[src/rtl/pe_pkg.sv]
// Shared state encoding and sizing constants for the PE MAC step sequencer.
package pe_pkg;

  localparam int MAX_CH = 512;
  localparam int TAPS   = 3;
  localparam int PHASES = 4;
  localparam int CH_W   = 9;
  localparam int ADDR_W = 11;
  localparam int NCH_W  = CH_W + 1;
  localparam int PH_W   = 2;
  localparam int ROW_W  = 2;

  typedef enum logic [1:0] {
    IDLE = 2'd0,
    LOAD = 2'd1,
    RUN  = 2'd2,
    OUT  = 2'd3
  } pe_state_e;

endpackage

[src/rtl/pe_step_counter.sv]
// Nested phase -> tap row -> channel counter; clear wins over enable.
// Zero latency: wrap flags are decoded from the current count.
module pe_step_counter import pe_pkg::*; #(
  parameter int N_TAPS = TAPS
) (
  input  logic             clk,
  input  logic             mac_reset,
  input  logic             clr_i,
  input  logic             en_i,
  input  logic [NCH_W-1:0] num_ch_i,
  output logic [PH_W-1:0]  phase_o,
  output logic [ROW_W-1:0] row_o,
  output logic [CH_W-1:0]  ch_o,
  output logic             phase_wrap_o,
  output logic             last_o
);

  logic [PH_W-1:0]  phase_q, phase_d;
  logic [ROW_W-1:0] row_q, row_d;
  logic [CH_W-1:0]  ch_q, ch_d;
  logic             row_wrap;

  assign phase_wrap_o = (phase_q == PH_W'(PHASES - 1));
  assign row_wrap     = phase_wrap_o && (row_q == ROW_W'(N_TAPS - 1));
  assign last_o       = row_wrap && ({1'b0, ch_q} == (num_ch_i - NCH_W'(1)));

  always_comb begin
    phase_d = phase_q;
    row_d   = row_q;
    ch_d    = ch_q;
    if (clr_i) begin
      phase_d = '0;
      row_d   = '0;
      ch_d    = '0;
    end else if (en_i) begin
      phase_d = phase_wrap_o ? '0 : phase_q + PH_W'(1);
      if (phase_wrap_o) begin
        row_d = row_wrap ? '0 : row_q + ROW_W'(1);
      end
      // Channel holds on the final step so ch_o never leaves 0..num_ch-1.
      if (row_wrap && !last_o) begin
        ch_d = ch_q + CH_W'(1);
      end
    end
  end

  always_ff @(posedge clk or negedge mac_reset) begin
    if (!mac_reset) begin
      phase_q <= '0;
      row_q   <= '0;
      ch_q    <= '0;
    end else begin
      phase_q <= phase_d;
      row_q   <= row_d;
      ch_q    <= ch_d;
    end
  end

  assign phase_o = phase_q;
  assign row_o   = row_q;
  assign ch_o    = ch_q;

endmodule

[src/rtl/pe_seq_ctrl.sv]
// Sequences MAC/accumulate steps over TAPS rows x num_ch channels per output window.
// Stall freezes stepping; the result is held in OUT until out_ready; abort cancels at once.
module pe_seq_ctrl import pe_pkg::*; #(
  parameter int MAX_CH = pe_pkg::MAX_CH,
  parameter int TAPS   = pe_pkg::TAPS
) (
  input  logic              clk,
  input  logic              mac_reset,
  input  logic              start,
  input  logic [NCH_W-1:0]  num_ch,
  input  logic              stall,
  input  logic              abort,
  input  logic              out_ready,
  output logic              busy,
  output logic [PH_W-1:0]   mac_phase,
  output logic              mac_en,
  output logic [ROW_W-1:0]  tap_row,
  output logic [CH_W-1:0]   ch_idx,
  output logic [ADDR_W-1:0] flt_addr,
  output logic              acc_en,
  output logic              acc_clr,
  output logic              out_valid,
  output logic              done,
  output logic              cfg_err
);

  pe_state_e        state_q, state_d;
  logic [NCH_W-1:0] num_ch_q, num_ch_d;
  logic             mac_en_q, mac_en_d;
  logic             acc_en_q, acc_en_d;
  logic             acc_clr_q, acc_clr_d;
  logic             out_valid_q, out_valid_d;
  logic             done_q, done_d;
  logic             cfg_err_q, cfg_err_d;

  logic             cfg_ok;
  logic             accept;
  logic             cnt_en;
  logic             cnt_clr;
  logic             phase_wrap;
  logic             last_step;
  logic [PH_W-1:0]  phase_cnt;
  logic [ROW_W-1:0] row_cnt;
  logic [CH_W-1:0]  ch_cnt;

  assign cfg_ok   = (num_ch != '0) && (int'(num_ch) <= MAX_CH);
  assign accept   = (state_q == IDLE) && start && cfg_ok;
  assign cnt_en   = (state_q == RUN) && !stall && !abort;
  // Counters sit at zero in IDLE and LOAD, so every window starts clean.
  assign cnt_clr  = (state_d == IDLE) || (state_d == LOAD);
  assign num_ch_d = accept ? num_ch : num_ch_q;

  pe_step_counter #(
    .N_TAPS (TAPS)
  ) u_step_counter (
    .clk          (clk),
    .mac_reset    (mac_reset),
    .clr_i        (cnt_clr),
    .en_i         (cnt_en),
    .num_ch_i     (num_ch_q),
    .phase_o      (phase_cnt),
    .row_o        (row_cnt),
    .ch_o         (ch_cnt),
    .phase_wrap_o (phase_wrap),
    .last_o       (last_step)
  );

  always_ff @(posedge clk or negedge mac_reset) begin
    if (!mac_reset) begin
      state_q     <= IDLE;
      num_ch_q    <= '0;
      mac_en_q    <= 1'b0;
      acc_en_q    <= 1'b0;
      acc_clr_q   <= 1'b0;
      out_valid_q <= 1'b0;
      done_q      <= 1'b0;
      cfg_err_q   <= 1'b0;
    end else begin
      state_q     <= state_d;
      num_ch_q    <= num_ch_d;
      mac_en_q    <= mac_en_d;
      acc_en_q    <= acc_en_d;
      acc_clr_q   <= acc_clr_d;
      out_valid_q <= out_valid_d;
      done_q      <= done_d;
      cfg_err_q   <= cfg_err_d;
    end
  end

  always_comb begin
    state_d = state_q;
    case (state_q)
      IDLE:    if (accept) state_d = LOAD;
      LOAD:    state_d = RUN;
      RUN:     if (cnt_en && last_step) state_d = OUT;
      OUT:     if (out_ready) state_d = IDLE;
      default: state_d = IDLE;
    endcase
    if (abort && (state_q != IDLE)) begin
      state_d = IDLE;
    end
  end

  // Step strobes are registered: each marks the step retired at the previous edge.
  always_comb begin
    acc_clr_d   = (state_d == LOAD);
    mac_en_d    = cnt_en && !phase_wrap;
    acc_en_d    = cnt_en && phase_wrap;
    out_valid_d = (state_d == OUT);
    done_d      = (state_q == OUT) && out_ready && !abort;
    cfg_err_d   = (state_q == IDLE) && start && !cfg_ok;
  end

  assign busy      = (state_q != IDLE);
  assign mac_phase = phase_cnt;
  assign tap_row   = row_cnt;
  assign ch_idx    = ch_cnt;
  assign flt_addr  = ADDR_W'(ch_cnt) * ADDR_W'(TAPS) + ADDR_W'(row_cnt);
  assign mac_en    = mac_en_q;
  assign acc_en    = acc_en_q;
  assign acc_clr   = acc_clr_q;
  assign out_valid = out_valid_q;
  assign done      = done_q;
  assign cfg_err   = cfg_err_q;

endmodule

[config.mk]
export PLATFORM = sky130hd
export DESIGN_NAME = pe_seq_ctrl
export DESIGN_NICKNAME = d
export VERILOG_FILES = /design/src/rtl/pe_pkg.sv /design/src/rtl/pe_step_counter.sv /design/src/rtl/pe_seq_ctrl.sv
export SDC_FILE = /design/constraint.sdc
export NUM_CORES = 1
export LEC_CHECK = 0
export CAP_MARGIN = 20
export CORE_MARGIN = 10
export CORE_UTILIZATION = 42
export DETAILED_ROUTE_END_ITERATION = 6
export PLACE_DENSITY = 0.78
export SYNTH_ARGS = -nofsm -noshare
export SYNTH_HDL_FRONTEND = slang
export SYNTH_HIERARCHICAL = 1
export SYNTH_SLANG_ARGS = --single-unit
[constraint.sdc]
create_clock -name clk -period 8.3 [get_ports clk]
set_input_delay 1.66 -clock clk [delete_from_list [all_inputs] [get_ports clk]]
set_output_delay 1.66 -clock clk [all_outputs]
set_load 0.02 [all_outputs]
* Word-level counts from Yosys, hierarchy flattened
Index checks and enable logic that the tools add are counted. Widths: inputs -> output; s select.
Word-level totals: bits of input ports 16, output and inout port bits 31, logic and storage cells 71, flip-flop bits (word level) 31
Operators by class: reduce and logical (&&, ||, !) cells 30, add/subtract/negate cells 5, muxes and demuxes 15, magnitude comparators 1, $mul 1, equality and inequality tests 8
Operators by type and width (number):
- $mux 9 | 3
- $mux 2 | 11
- $logic_and 1x1->1 | 15
- $add 11x2->11 | 1
- $mul 9x2->11 const B | 1
- $eq 2x2->1 const B | 5
- $eq 9x10->1 | 1
- $le 10x10->1 const B | 1
- $reduce_bool 10->1 | 1
- $sub 10x1->10 const B | 1
- $add 9x1->9 const B | 1
- $pmux 2 s4 | 1
- $reduce_bool 2->1 | 4
- $logic_not 1->1 | 5
- $add 2x1->2 const B | 2
- $eq 2x1->1 const B | 2
- $logic_not 2->1 | 2
- $reduce_and 2->1 | 2
- $logic_or 1x1->1 | 1

* Depth between registers and ports, before layout
depth in word-level cells 11, gate-level depth with buffers 10, mapped depth without buffers 9

* Cells and area by module
Netlist, hierarchy kept.
By module, submodules not included:
- pe_seq_ctrl | times used 1, area each 1247.4 µm², sequential area each 450.4 µm², cells each 119
- pe_step_counter | times used 1, area each 1069.8 µm², sequential area each 325.3 µm², cells each 116

* Worst setup path before layout
No wires, ideal clock.
path kind register -> output, start point reg u_step_counter.ch_q[0], in the netlist u_step_counter/ch_o[0], end point out flt_addr[9], setup slack 4015 ps, arrival time 2625 ps, required time 6640 ps, cell stages (with the launch flop) 10, path buffers 0, cell sequence dfrtp_1 > inv_1 > fa_1 > inv_1 > ha_1 > fa_1 > a21oi_1 > o22ai_1 > o41ai_1 > xnor2_1
Between the ends: longest elaborated chain between the ends 2
RTL lines:
- from (decl) | line pe_step_counter.sv:20 | logic [CH_W-1:0] ch_q, ch_d;
- from (signal assigned) | line pe_step_counter.sv:55 | ch_q <= ch_d;
- $mul 9x2->11 | line pe_seq_ctrl.sv:118 | assign flt_addr = ADDR_W'(ch_cnt) * ADDR_W'(TAPS) + ADDR_W'(row_cnt);
- $add 11x2->11 | line pe_seq_ctrl.sv:118
- to (decl) | line pe_seq_ctrl.sv:19 | output logic [ADDR_W-1:0] flt_addr,
No other way between the ends.

* Final worst setup path
Ends and elaborated chain as after synthesis.

==> results.toml <==
[outcome]
status = "finished clean"

[cts]
cts_setup_buffers = 0
clkTransAtPathRegs_ns = 0.06
cts.path.max_buffers = 2
clock_latency_ns = 0.28
clockRootBuffer = "clkbuf_8"
holdBufCountCts = 0
cts_sinks = 31
numCtsBuffers = 5
cts_max_level = 2
cts_resized = 0
cts_tree = "done"

[timing]
hold_violations = 0
worst_pin_slew_ns = 0.605
rsz0062_at_grt = "no"
tns_ns = 0
fmax_mhz = 193
timing.final.crit_share_pct = 62.4
drv_slew = 0
fin_crit_ns = 5.18
maxSlewHeadroom_pct = 59.3
finalSetupViolations = 0
holdWs_ns = 0.535
fin_skew_ns = 0.00421

[synthesis]
async_flop_share_pct = 100
yosysSeqAreaShare_pct = 33.5
synth_edf_count = 0
yosysUniqueCellTypes = 61
synthCells = 235
ys.flop_type = "dfrtp_1"
syn-cell-area_um2 = 2320
syn_area_per_cell_um2 = 9.86
synth_warnings = 6
ys_ff_latch = 31
synthesis.nets = 273

[grt]
grt.total_usage_pct = 12.1
grt_pass1_wl_um = 8820
grt_overflow = 0
grt_pass1_vias = 1805
grt_max_degree = 32
grt_antenna_before_repair = 0

[placement]
hpwlAfterDp_um = 4140
gp_congestion = 0.814
io_buffers = 46
dpl_cell_area_um2 = 2850

[drt]
wl_per_cell_um = 14.8
finalWirelength_um = 5270
vias_per_cell = 5.27
post-route-drc-count = 0
ant_nets = 0
drt-initial-drc-count = 126
vias = 1870
drtPass1Iterations = 4

[setup_path]
path_cells = "inv_1, fa_1, inv_1, ha_1, fa_1, a21oi_1, o22ai_1, o41ai_1, xnor2_1, clkdlybuf4s50_1"
cp_max_fo = 7
timing.critical_path.buf_inv = 3
crit_path_max_incr_delay_ns = 0.62
cp_num_cells = 10
r2r_start = "num_ch_q[2]"
cp_slowest_cell = "clkdlybuf4s50_1"
end_kind = "primary output"
startpoint = "u_step_counter/ch_o[0]"
start_kind = "flip-flop"
rrSetupSlack_ns = 5.54
arrival_ns = 3.52
crit_type = "flip-flop to primary output"
cp.required_ns = 6.64
crit_end = "flt_addr[9]"
r2r_end = "u_step_counter/ch_o[4]"
critPathTopFamily = "adder cells"
r2r_cells = 7

[final_layout]
final_nets = 323
most-common-layout-cells = "clkdlybuf4s50_1 (46), dfrtp_1 (31), nor2_1 (22), ha_1 (20), inv_1 (17)"
layout_commonest_cell = "clkdlybuf4s50_1"
design_area_um2 = 2940
area_growth_pct = 26.7
drive_gt1_share_pct = 10.9
antennaDiodeCount = 0

[die]
rows = 26
die_h_um = 94.3
die_width_um = 94.3
core_area_um2 = 5240
dieArea_um2 = 8890
ios = 47
start_util_pct = 44.2

[power_and_ir_drop]
p_leak_nw = 1.30
vdd_drop_max_mv = 0.100
p_clk_share_pct = 29.8
design_power_total_mw = 0.399
swShare_pct = 31.4
p_per_area_nw_per_um2 = 136
p_switching_mw = 0.125
pwr-share-comb_pct = 23.4
power_frac_seq_pct = 46.8
internal_power_mw = 0.274

[flow_run]
maxCapViolCount = 0

[worst_hold_path]
hold_path_depth = 1
hold_class = "flip-flop to flip-flop"
through the flow:
stage / setup slack, ns / cells / utilization, %
finish: 3.12 / 355 / 56.1
CTS: 3.10 / 355 / 56.1
detailed placement: 3.44 / 348 / 54.4
global placement: 3.50 / 348 / 54.4
global route: 2.92 / 355 / 56.1
floorplan: 4.02 / 235 / -
power by group through the flow:
| stage | sequential [mW] | combinational (mW) | clock, mW |
|---|---|---|---|
| global placement | 0.188 | 0.0911 | 0 |
| detailed placement | 0.189 | 0.0927 | 0 |
| floorplan | 0.183 | 0.0696 | 0 |
| CTS | 0.186 | 0.0936 | 0.121 |
| global route | 0.189 | 0.103 | 0.129 |
| finish | 0.187 | 0.0933 | 0.119 |
cells by family after synthesis:
kind of cell	share of synthesized area [%]
multiplexers	5.02
AND/OR/NAND/NOR	19.7
buffers and inverters	3.78
flip-flops	33.5
XOR/XNOR	7.94
adder cells (fa/ha/maj)	12.5
AO/OA/AOI/OAI	17.5
layer usage:
metal	track usage (%)	share of wire [%]	vias to the layer above	wire length, um
li1	-	-	953	-
met1	15.0	46	884	2440
met2	19.9	49	30	2560
met3	3.92	4.8	3	255
met4	2.41	0.19	0	10
met5	0	0	-	0
registers in the layout, summed over array words and instances (netlist names):
signal and count:
state_q 2, u_step_counter/row_o 2, u_step_counter/ch_o 9, mac_en 1, acc_en 1, done 1
num_ch_q 10, u_step_counter/phase_o 2, out_valid 1, acc_clr 1, cfg_err 1
worst reg2reg max path, cell delays in order (launching register included):
cell,delay [ns]
dfrtp_1,0.48
nor4_1,0.51
nand3b_1,0.25
xor2_1,0.20
a211o_1,0.37
a211oi_2,0.32
and3_4,0.23
mux2_4,0.29
final cells by class:
type / instances / area (um^2)
clock inverters: 1 / 5.00
inverters: 17 / 63.8
repair buffers: 47 / 468
flip-flops and latches: 31 / 776
clock buffers: 6 / 82.6
multi-input cells: 183 / 1450
fillers: 455 / 2300
well taps: 70 / 87.6
synth_stat cells, types with 3 or more instances:
cell type / count / share of area (%)
a21oi_1: 11 / 2.4
a22oi_1: 5 / 1.6
a31o_2: 3 / 1.1
and2_1: 4 / 1.1
dfrtp_1: 31 / 33
ha_1: 20 / 11
inv_1: 17 / 2.8
mux2_4: 5 / 3.2
mux2i_1: 3 / 1.3
nand2_1: 11 / 1.8
nand2b_1: 4 / 1.1
nand3b_1: 4 / 1.3
nor2_1: 22 / 3.6
nor2b_1: 5 / 1.3
nor3_1: 6 / 1.3
nor4_1: 3 / 0.81
o21ai_0: 3 / 0.65
o2bb2ai_1: 5 / 1.9
o31ai_1: 3 / 0.97
xnor2_1: 10 / 3.8
xor2_1: 11 / 4.2
how the worst min path moves through the flow:
stage               startpoint     end  slack [ns]
floorplan           state_q[0]  mac_en        0.48
global placement    state_q[0]  mac_en        0.53
detailed placement  state_q[0]  mac_en        0.51
CTS                 state_q[0]  mac_en        0.53
global route        state_q[0]  mac_en        0.57
finish              state_q[0]  mac_en        0.53
No activity file was read; power rests on OpenSTA's default activity.
